### src/rtl/pellet_spawner.sv
// Pellet table manager: each request places one pellet on a random free cell
// (not a wall, not Pac-Man, not another live pellet), with a bounded retry count.
module pellet_spawner #(
    parameter int          NUM_PELLETS = 4,
    parameter int          GRID_W      = 27,
    parameter int          GRID_H      = 24,
    parameter int          MAX_TRIES   = 64,
    parameter logic [15:0] SEED        = 16'hACE1
) (
    input  logic                       i_clock,
    input  logic                       i_reset,
    input  logic                       i_go,
    input  logic                       i_eat,
    input  logic [2:0]                 i_eat_idx,
    input  logic [7:0]                 i_pac_x,
    input  logic [6:0]                 i_pac_y,
    output logic [7:0]                 o_map_x,
    output logic [6:0]                 o_map_y,
    input  logic                       i_map_wall,
    output logic [8*NUM_PELLETS-1:0]   o_pellet_x,
    output logic [7*NUM_PELLETS-1:0]   o_pellet_y,
    output logic [NUM_PELLETS-1:0]     o_pellet_valid,
    output logic                       o_busy,
    output logic                       o_done,
    output logic                       o_fail
);

    localparam logic [2:0] S_IDLE   = 3'd0;
    localparam logic [2:0] S_PICK   = 3'd1;
    localparam logic [2:0] S_CHECK  = 3'd2;
    localparam logic [2:0] S_COMMIT = 3'd3;
    localparam logic [2:0] S_DONE   = 3'd4;

    localparam logic [7:0] GW_8      = 8'(GRID_W);
    localparam logic [7:0] GH_8      = 8'(GRID_H);
    localparam logic [7:0] TRY_LIMIT = 8'(MAX_TRIES);
    localparam logic [3:0] NP_4      = 4'(NUM_PELLETS);

    logic [2:0]  r_state;
    logic        r_go_p0;
    logic [15:0] r_lfsr;
    logic [7:0]  r_cand_x;
    logic [6:0]  r_cand_y;
    logic [7:0]  r_tries;
    logic [2:0]  r_slot;
    logic        r_fail;
    logic [7:0]  r_px [NUM_PELLETS];
    logic [6:0]  r_py [NUM_PELLETS];
    logic [NUM_PELLETS-1:0] r_valid;

    logic        w_lfsr_fb;
    logic [7:0]  w_pick_x;
    logic [6:0]  w_pick_y;
    logic        w_full;
    logic [2:0]  w_free_idx;
    logic        w_hit_pellet;
    logic        w_hit_pac;
    logic        w_reject;
    logic [7:0]  w_tries_inc;
    logic        w_eat_ok;

    assign w_lfsr_fb   = r_lfsr[15] ^ r_lfsr[13] ^ r_lfsr[12] ^ r_lfsr[10];
    assign w_pick_x    = r_lfsr[7:0] % GW_8;
    assign w_pick_y    = 7'(r_lfsr[15:8] % GH_8);
    assign w_hit_pac   = (r_cand_x == i_pac_x) && (r_cand_y == i_pac_y);
    assign w_reject    = i_map_wall | w_hit_pac | w_hit_pellet;
    assign w_tries_inc = r_tries + 8'd1;
    assign w_eat_ok    = i_eat && ({1'b0, i_eat_idx} < NP_4);

    // Lowest free slot wins, so a freed low slot is reused first.
    always_comb begin
        w_full     = 1'b1;
        w_free_idx = '0;
        for (int i = NUM_PELLETS - 1; i >= 0; i--) begin
            if (!r_valid[i]) begin
                w_full     = 1'b0;
                w_free_idx = 3'(i);
            end
        end
    end

    always_comb begin
        w_hit_pellet = 1'b0;
        for (int i = 0; i < NUM_PELLETS; i++) begin
            if (r_valid[i] && r_px[i] == r_cand_x && r_py[i] == r_cand_y) begin
                w_hit_pellet = 1'b1;
            end
        end
    end

    always_ff @(posedge i_clock) begin
        if (i_reset) begin
            r_state  <= S_IDLE;
            r_go_p0  <= 1'b0;
            r_lfsr   <= SEED;
            r_cand_x <= '0;
            r_cand_y <= '0;
            r_tries  <= '0;
            r_slot   <= '0;
            r_fail   <= 1'b0;
            r_valid  <= '0;
            for (int i = 0; i < NUM_PELLETS; i++) begin
                r_px[i] <= '0;
                r_py[i] <= '0;
            end
        end else begin
            r_lfsr <= {r_lfsr[14:0], w_lfsr_fb};

            // Commit is applied after eat so a same-slot collision ends valid.
            for (int i = 0; i < NUM_PELLETS; i++) begin
                if (w_eat_ok && i_eat_idx == 3'(i)) begin
                    r_valid[i] <= 1'b0;
                end
                if (r_state == S_COMMIT && r_slot == 3'(i)) begin
                    r_valid[i] <= 1'b1;
                    r_px[i]    <= r_cand_x;
                    r_py[i]    <= r_cand_y;
                end
            end

            case (r_state)
                S_IDLE: begin
                    if (r_go_p0) begin
                        r_go_p0 <= 1'b0;
                        if (w_full) begin
                            r_fail  <= 1'b1;
                            r_state <= S_DONE;
                        end else begin
                            r_fail  <= 1'b0;
                            r_slot  <= w_free_idx;
                            r_tries <= '0;
                            r_state <= S_PICK;
                        end
                    end else begin
                        r_go_p0 <= i_go;
                    end
                end
                S_PICK: begin
                    r_cand_x <= w_pick_x;
                    r_cand_y <= w_pick_y;
                    r_state  <= S_CHECK;
                end
                S_CHECK: begin
                    if (w_reject) begin
                        r_tries <= w_tries_inc;
                        if (w_tries_inc == TRY_LIMIT) begin
                            r_fail  <= 1'b1;
                            r_state <= S_DONE;
                        end else begin
                            r_state <= S_PICK;
                        end
                    end else begin
                        r_state <= S_COMMIT;
                    end
                end
                S_COMMIT: begin
                    r_fail  <= 1'b0;
                    r_state <= S_DONE;
                end
                S_DONE: begin
                    r_fail  <= 1'b0;
                    r_state <= S_IDLE;
                end
                default: r_state <= S_IDLE;
            endcase
        end
    end

    always_comb begin
        o_pellet_x = '0;
        o_pellet_y = '0;
        for (int i = 0; i < NUM_PELLETS; i++) begin
            o_pellet_x[8*i +: 8] = r_px[i];
            o_pellet_y[7*i +: 7] = r_py[i];
        end
    end

    assign o_pellet_valid = r_valid;
    assign o_map_x        = r_cand_x;
    assign o_map_y        = r_cand_y;
    assign o_busy         = (r_state != S_IDLE);
    assign o_done         = (r_state == S_DONE);
    assign o_fail         = (r_state == S_DONE) & r_fail;

endmodule

### config.mk
export PLATFORM = sky130hd
export DESIGN_NAME = pellet_spawner
export DESIGN_NICKNAME = d
export VERILOG_FILES = /design/src/rtl/pellet_spawner.sv
export SDC_FILE = /design/constraint.sdc
export NUM_CORES = 1
export LEC_CHECK = 0
export ABC_AREA = 1
export ABC_CLOCK_PERIOD_IN_PS = 8180
export BUFFER_PORTS_ARGS = -buffer_cell sky130_fd_sc_hd__buf_2
export CAP_MARGIN = 40
export CORE_UTILIZATION = 30
export DETAILED_ROUTE_END_ITERATION = 6
export GPL_TIMING_DRIVEN = 0
export SYNTH_ARGS = -nofsm -noshare
export SYNTH_HDL_FRONTEND = slang
export SYNTH_SLANG_ARGS = --single-unit
### constraint.sdc
create_clock -name i_clock -period 8.18 [get_ports i_clock]
set_input_delay 0.818 -clock i_clock [delete_from_list [all_inputs] [get_ports i_clock]]
set_output_delay 0.818 -clock i_clock [all_outputs]
set_load 0.1 [all_outputs]
# After elaboration in Yosys (flattened, before gate mapping)
# Memory sizes are Yosys's and may differ from the RTL's.
# Cells that the tools add are included.
word_totals:
  regBits: 51
  ramBits: 60
  in_bits: 23
  output_inout_bits: 82
  elab_cells: 147
  n_memories: 2
mem_list:
  columns: ["name", "words", "width", "read_ports", "rd_clocked_by_memory_dff", "wr", "line_no", "rtl"]
  rows:
  - ["r_px", 4, 8, 4, 0, 4, "47", "logic [7:0] r_px [NUM_PELLETS];"]
  - ["r_py", 4, 7, 4, 0, 4, "48", "logic [6:0] r_py [NUM_PELLETS];"]
classes:
  n_addsub: 1
  div_mod_pow: 2
  magnitude_cmp: 1
  eq_ne: 25
  n_mux: 57
  n_bitwise: 15
  n_reduce_logical: 32
op_table:
  columns: ["operator", "count"]
  rows:
  - ["8-bit 2-to-1 mux", 7]
  - ["8-bit equality test", 5]
  - ["7-bit equality test", 5]
  - ["1-bit 2-to-1 mux", 35]
  - ["7-bit 2-to-1 mux", 4]
  - ["3-bit 2-to-1 mux", 7]
  - ["3-bit by 2-bit equality test with 1-bit output, second input constant", 6]
  - ["1-bit logical AND", 18]
  - ["8-bit by 5-bit remainder unit with 8-bit output, second input constant", 2]
  - ["8-bit case mux with 2 select lines", 1]
  - ["3-bit case mux with 4 select lines", 1]
  - ["1-bit bitwise OR", 10]
  - ["2-bit nonzero test", 5]
  - ["3-bit by 1-bit equality test with 1-bit output, second input constant", 3]
  - ["3-bit logical NOT", 3]
  - ["8-bit by 1-bit adder with 8-bit output, second input constant", 1]
  - ["8-bit by 7-bit equality test with 1-bit output, second input constant", 1]
  - ["2-bit inequality test, second input constant", 4]
  - ["4-bit AND reduction", 2]
  - ["3-bit nonzero test", 2]
  - ["3-bit equality test, second input constant", 1]
  - ["3-bit < comparator, second input constant", 1]
  - ["1-bit case mux with 3 select lines", 1]
  - ["3-bit AND reduction", 1]
  - ["other kinds (5)", 7]

# Depth between registers and ports, before layout
# Gate-level depths: netlist (run 1).
# An unclocked memory read counts as a cell.
depth:
  depth_word: 11
  mapped_depth: 27
  ltp_nobuf: 27

# Worst setup path after synthesis (run 1)
# Ideal clock, no wire load.
synth_timing:
  kind: "flip-flop to output port"
  start: "register r_state[0]"
  end: "output port o_fail"
  arrival_ns: 3.203
  setup_slack_ns: 4.159
  stages_incl_launch_ff: 6
  n_path_buf: 0
  cell_sequence: "dfxtp_1 -> nor2_1 -> inv_1 -> nor2_1 -> inv_1 -> nor2_1"
synth_between:
  elab_chain_len: 2
synth_rtl:
  columns: ["item", "line_no", "rtl"]
  rows:
  - ["start, declared", "39", "logic [2:0] r_state;"]
  - ["start signal, assigned", "93", "r_state <= S_IDLE;"]
  - ["start signal, assigned", "127", "r_state <= S_DONE;"]
  - ["start signal, assigned", "132", "r_state <= S_PICK;"]
  - ["3-bit equality test", null, null]
  - ["via o_done", "24", "output logic o_done,"]
  - ["1-bit AND", "183", "assign o_fail = (r_state == S_DONE) & r_fail;"]
  - ["end, declared", "25", "output logic o_fail"]
# The timed path passes the listed nets, and every way through them passes these cells.

# Final worst setup path (run 1)
layout_timing:
  start: "register r_lfsr[3]"
  end: "register r_cand_x[0] (netlist: o_map_x[0])"
layout_between:
  elab_chain_len: 1
layout_rtl:
  columns: ["item", "line_no", "rtl"]
  rows:
  - ["start, declared", "41", "logic [15:0] r_lfsr;"]
  - ["start signal, assigned", "107", "r_lfsr <= {r_lfsr[14:0], w_lfsr_fb};"]
  - ["8-bit by 5-bit remainder unit with 8-bit output", "63", "assign w_pick_x = r_lfsr[7:0] % GW_8;"]
  - ["end signal, assigned", "139", "r_cand_x <= w_pick_x;"]
  - ["end, declared", "42", "logic [7:0] r_cand_x;"]
# Every way passes these cells.
# A chain may end at the register's enable or synchronous reset.

==> results.md, run 1 <==
- Final WL: 18,100 um
- Drt pass-1 iters: 7
- Worst Hold Margin: 0.441 ns
- Layout fillers: 2,026
- CTS tree: yes
- Int Pwr: 0.999 mW
- Outcome: complete, no violations
- Synth-to-Final Area Change: 19.3%
- Post-synthesis average cell area: 8.27 um^2
- Synth cell types: 46
- Hold crit path type: reg2reg
- Post-Layout Cell Count: 1,093
- CP Max Fanout: 8
- Synth async-reset ratio: 0
- Most frequent cells in the layout: 121 x nand2_1, 111 x nor2_1, 108 x buf_2, 88 x inv_1, 60 x edfxtp_1
- GR Overflow Total: 0
- YS warnings: 0
- NetSw: 0.678 mW
- Htree depth: 3
- Share of layout cells above drive strength 1: 0.209
- Post-Route Skew: 0.00845 ns
- Resized Gates After CTS: 0
- Tcrit/Tclk final: 0.389
- Largest net degree at the start of global routing: 18
- Top cell type by total area after synthesis: edfxtp_1
- Max-cap violations: 0
- Vias in the first global route: 4,973
- Syn_nets: 740
- Worst slew margin: 0.543
- Die footprint: 20,200 um^2
- P per Cell Area: 238 nW/um^2
- EDFF count, synth: 60
- Total vias in the final route: 5,320
- Slew at the pin with the worst max-slew slack: 0.685 ns
- Row Count: 50
- Die H: 142 um
- Leak Pwr: 3.08 nW
- Core area: 19,000 um^2
- Gpl congestion: 0.863
- Worst Path Arrival: 3.44 ns
- Sequential Power Share: 0.400
- DRT antenna net count: 0
- FF+latch count, synth: 110
- # hold bufs at CTS: 0
- Setup-failing EPs final: 0
- Chip width: 142 um
- Worst setup path class: reg2reg
- Vias per inst: 4.87
- Fin crit period: 3.18 ns
- Clk slew on worst S/H paths: 0.07 ns
- Hold depth: 2
- Critical Path RT: 8.44 ns
- Cell area after synthesis: 5900 um^2
- Most common cell after layout, fill and taps aside: nand2_1
- # clock sinks: 110
- Count of final hold-check violations: 0
- Final HPWL DP: 13,700 um
- Root Buffer: clkbuf_16
- Fin Setup TNS: 0 ns
- Cells after DPL: 1,077
- Mapped Cells: 713
- Slew Viols, Final: 0
- Worst Setup Start Kind: flop
- Initial antenna violation count: 0
- IO Pins: 105
- Area contributors post-synth: edfxtp_1 31%, dfxtp_1 17%, nand2_1 7.7%, nor2_1 7.1%, inv_1 5.6%
- Port buffer count: 104
- Residual DRC count: 0
- Ant diodes: 0
- Wire per inst: 16.5 um
- Clk pwr share: 0.265
- Reg2reg path depth: 25
- CP Capture Type: flop
- Peak VDD IR: 110 uV
- First-pass GRT wire length: 27,400 um
- Post-layout nets: 855
- RSZ-0062 raised after global routing: no
- Sw Share: 0.404
- Share of the synthesized area in the top cell type: 0.305
- Tot GR Track Use: 0.183
- Clk Latency, worst-skew pair: 0.36 ns
- Postcts setup bufs: 0
- Achievable Freq: 314 MHz
- Starting Density: 0.310
- CTS buffer count: 9
- Combinational power share: 0.335
- CTS Buffer Depth: 2
- Main synth FF type: edfxtp_1
- Seq/Total Area, Yosys: 0.475
- DRT iter0 DRCs: 519
==> cell families after synthesis <==
group,after synthesis,share of synthesized area
compound gates,107,0.116
xor+xnor,39,0.0579
fa+ha+maj,4,0.00848
buf+inv,124,0.0800
flops,110,0.475
mux,1,0.00191
simple gates,328,0.260
==> synthesized netlist by cell type (2+ instances only) <==
| cell type | count |
|---|---|
| clkinv_1 | 7 |
| o211ai_1 | 5 |
| ha_1 | 4 |
| nand3_2 | 4 |
| nand3_4 | 3 |
| a31oi_1 | 2 |
| nor2_2 | 2 |
| o21ai_1 | 4 |
| nor2_4 | 2 |
| xor2_1 | 21 |
| nor3_1 | 15 |
| o2111ai_1 | 6 |
| nand4_1 | 11 |
| a211oi_1 | 5 |
| a221oi_1 | 5 |
| o21a_1 | 2 |
| o31ai_1 | 6 |
| o22ai_1 | 10 |
| a21oi_1 | 25 |
| inv_2 | 6 |
| clkbuf_1 | 18 |
| nand2_2 | 11 |
| a21oi_4 | 2 |
| buf_2 | 4 |
| inv_1 | 88 |
| nand2_1 | 121 |
| nand3_1 | 22 |
| or2_2 | 6 |
| nand2_4 | 9 |
| edfxtp_1 | 60 |
| xnor2_1 | 18 |
| o21ai_0 | 28 |
| dfxtp_1 | 50 |
| nor2_1 | 111 |
| a21oi_2 | 2 |
| nor4_1 | 8 |
==> per-layer routing <==
metal  track usage  vias to the layer above  share of wire
li1              -                     2594              -
met1         0.249                     2496           0.45
met2         0.292                      206           0.45
met3        0.0313                       24          0.076
met4        0.0662                        0          0.019
met5             0                        -              0
==> worst max-delay path: stages, from the launching register on <==
cell,delay [ns]
dfxtp_1,0.35
nand2_2,0.12
inv_1,0.05
o21ai_1,0.30
nor2_2,0.09
nand3_4,0.11
nand2_4,0.09
nand2_1,0.10
nand2_1,0.05
inv_1,0.09
ha_1,0.15
inv_1,0.06
nand2_2,0.09
nand3_4,0.11
nand3_4,0.15
nand2_1,0.09
nand2_1,0.08
inv_1,0.04
ha_1,0.18
nand3b_2,0.25
nand2_4,0.15
nand2_4,0.08
nand2_1,0.06
nand2_1,0.04
o21ai_1,0.13
inv_1,0.05
==> registers in the layout (all words and copies together), names as in the netlist <==
signal,count
r_py,28
r_slot,2
o_pellet_valid,4
o_map_y,7
o_map_x,8
r_lfsr,16
r_tries,8
r_px,32
r_fail,1
r_state,3
r_go_p0,1
==> final cells by class <==
class,instances,area (um^2),area share
Sequential cell,110,2800,0.398
Multi-Input combinational cell,479,2630,0.373
Timing Repair Buffer,104,520,0.0740
Inverter,102,384,0.0546
Tap cell,260,325,0.0462
Clock buffer,10,229,0.0325
Buffer,22,87.6,0.0124
Clock inverter,6,61.3,0.00871
==> through the flow <==
stage               instance area [um^2]  worst slack (ns)  power, mW  utilization
floorplan                           5900              4.16       1.12            -
global placement                    6750              5.05       1.24        0.355
detailed placement                  6750              5.01       1.24        0.355
CTS                                 7040              4.99       1.68        0.370
global route                        7040              4.64       1.75        0.370
finish                              7040              5.00       1.68        0.370
==> final timing paths <==
kind,endpoint,startpoint,slack [ns]
hold reg to reg,r_lfsr[9],r_lfsr[8],0.44
hold / removal,r_lfsr[9],r_lfsr[8],0.44
setup / recovery,o_map_x[0],r_lfsr[3],5.00
setup reg to reg,o_map_x[0],r_lfsr[3],5.00
==> power by group through the flow <==
stage | logic, mW | registers, mW | clock network [mW]
detailed placement | 0.559 | 0.682 | 0
global placement | 0.554 | 0.681 | 0
CTS | 0.561 | 0.670 | 0.448
floorplan | 0.298 | 0.817 | 0
global route | 0.611 | 0.676 | 0.467
finish | 0.562 | 0.671 | 0.445
(Power assumes the default switching activity.)
==> run 2: changes to the inputs <==
--- a/config.mk
+++ b/config.mk
@@ -6,7 +6,7 @@
 export NUM_CORES = 1
 export LEC_CHECK = 0
 export ABC_AREA = 1
-export ABC_CLOCK_PERIOD_IN_PS = 8180
+export ABC_CLOCK_PERIOD_IN_PS = 2800
 export BUFFER_PORTS_ARGS = -buffer_cell sky130_fd_sc_hd__buf_2
 export CAP_MARGIN = 40
 export CORE_UTILIZATION = 30
==> constraint.sdc (replaced) <==
create_clock -name i_clock -period 2.8 [get_ports i_clock]
set_input_delay 0.28 -clock i_clock [delete_from_list [all_inputs] [get_ports i_clock]]
set_output_delay 0.28 -clock i_clock [all_outputs]
set_load 0.1 [all_outputs]
==> run 2 against run 1 <==
Effect of this change:
- die area stayed put
- wire length grew 3.4%
- first-iteration DRC count decreased by 23%
- clock power grew to 2.9 times the previous value
- critical path type unchanged
- largest cell class unchanged
- largest power group unchanged
==> results.md, run 2 (same netlist as run 1, synthesis figures left out) <==
- Worst setup path class: reg2reg
- Biggest register: r_px
- Clk Latency, worst-skew pair: 0.36 ns
- RSZ-0062 raised after global routing: yes
- Outcome: complete, no violations
- GR Overflow Total: 0
- Post-Layout Cell Count: 1,123
- Htree depth: 3
- Ant diodes: 0
- Slew at the pin with the worst max-slew slack: 0.718 ns
- Die H: 142 um
- Pre-CTS WS: -0.362 ns
- Starting Density: 0.310
- Worst slew margin: 0.522
- Max reg flops: 32
- Post-layout nets: 885
- CP Capture Type: flop
- Final WL: 18,700 um
- P per Cell Area: 684 nW/um^2
- Peak VDD IR: 294 uV
- Power consumption: 5.13 mW
- Max-cap violations: 0
- Achievable Freq: 362 MHz
- Initial antenna violation count: 0
- Clk slew on worst S/H paths: 0.07 ns
- Worst Setup Start Kind: flop
- Area occupied by multi-input gates: 2780 um^2
- Fin crit period: 2.76 ns
- Synth-to-Final Area Change: 27.3%
- Root Buffer: clkbuf_16
- Hold crit path type: in2reg
- CP Max Fanout: 5
- Core Util, Final: 0.395
- Core area: 19,000 um^2
- First-pass GRT wire length: 27,500 um
- Die footprint: 20,200 um^2
- CTS buffer count: 9
- DRT antenna net count: 0
- CTS Buffer Depth: 2
- Worst Path Arrival: 3.05 ns
- Leak Pwr: 3.30 nW
- Wire per inst: 16.6 um
- Tot GR Track Use: 0.184
- Residual DRC count: 0
- Most common cell after layout, fill and taps aside: nand2_1
- Drt pass-1 iters: 5
- # clock sinks: 110
- Slew Viols, Final: 0
- Row Count: 50
- DRT iter0 DRCs: 401
- Worst Slack Setup Final: 0.0353 ns
- Chip width: 142 um
- Port buffer count: 104
- Vias in the first global route: 5,016
- IO Pins: 105
- Count of final hold-check violations: 0
- Tcrit/Tclk final: 0.987
- Most frequent cells in the layout: 111 x nand2_1, 109 x nor2_1, 108 x buf_2, 82 x inv_1, 60 x edfxtp_1
- Biggest regs: r_px x32, r_py x28, r_lfsr x16
- Post-Route Skew: 0.00951 ns
- Largest net degree at the start of global routing: 18
- Cells after DPL: 1,077
- Share of layout cells above drive strength 1: 0.292
- Setup-failing EPs final: 0
- FF+latch area: 2830 um^2
- Gpl congestion: 0.864
- Layout fillers: 1,980
- Total vias in the final route: 5,398
- Critical Path RT: 3.09 ns
- Vias per inst: 4.81
- # hold bufs at CTS: 0
- Final HPWL DP: 13,600 um
- CTS tree: yes
-- run 2: stage by stage --
stage          setup TNS (ns)  hold WS [ns]  area [um^2]
2_1_floorplan               0         0.410         5910
3_3_place_gp            -1.92         0.424         6760
3_5_place_dp            -2.18         0.424         6760
4_1_cts                     0         0.165         7180
5_1_grt                -0.712         0.180         7510
6_report                    0         0.172         7510
-- run 2: worst paths after layout --
path	from	end	slack, ns	cells past startpoint
setup / recovery	r_lfsr[4]	o_map_x[7]	0.04	26
hold / removal	i_go	r_go_p0	0.17	3
setup reg to reg	r_lfsr[4]	o_map_x[7]	0.04	26
hold reg to reg	r_lfsr[8]	r_lfsr[9]	0.43	2
-- run 2: where the power goes --
| group | internal [mW] | switching (mW) | total [mW] |
|---|---|---|---|
| Combinational | 0.545 | 1.29 | 1.84 |
| Sequential | 1.82 | 0.163 | 1.98 |
| Clock | 0.693 | 0.619 | 1.31 |
-- run 2: routing by layer --
metal	up-vias	wire [um]	global-route usage
li1	2652	-	-
met5	-	0	0
met3	33	1170	0.0306
met4	0	495	0.0815
met1	2520	8470	0.248
met2	193	8560	0.291
-- run 2: critical path: stages (launching register included) --
cell and delay (ns):
dfxtp_4 0.38, nand2_4 0.07, nand2_4 0.09, nand2_4 0.07, nand2_4 0.07, nand2_4 0.06, inv_4 0.06, nand3_4 0.08
nand2_4 0.10, nand2_4 0.05, nand2_2 0.08, inv_2 0.05, ha_4 0.15, inv_4 0.05, nand2_4 0.05, nand3_4 0.09
nand3_4 0.10, nand2_4 0.09, nand2_2 0.06, inv_2 0.08, ha_4 0.13, nand3b_4 0.16, nand2_8 0.08, buf_12 0.13
a21oi_4 0.15, nand2_2 0.07, a21oi_2 0.11
-- run 2: timing repair --
action,4_1_cts,5_1_grt
gates resized for setup,15,51
setup endpoints to repair,14,15
buffers inserted,12,23
pin swaps,5,20
-- run 2: layout make-up --
type / count / area share
Timing Repair Buffer: 138 / 0.105
Clock inverter: 6 / 0.00817
Multi-Input combinational cell: 479 / 0.370
Tap cell: 260 / 0.0433
Sequential cell: 110 / 0.377
Clock buffer: 10 / 0.0305
Inverter: 102 / 0.0553
Buffer: 18 / 0.0107
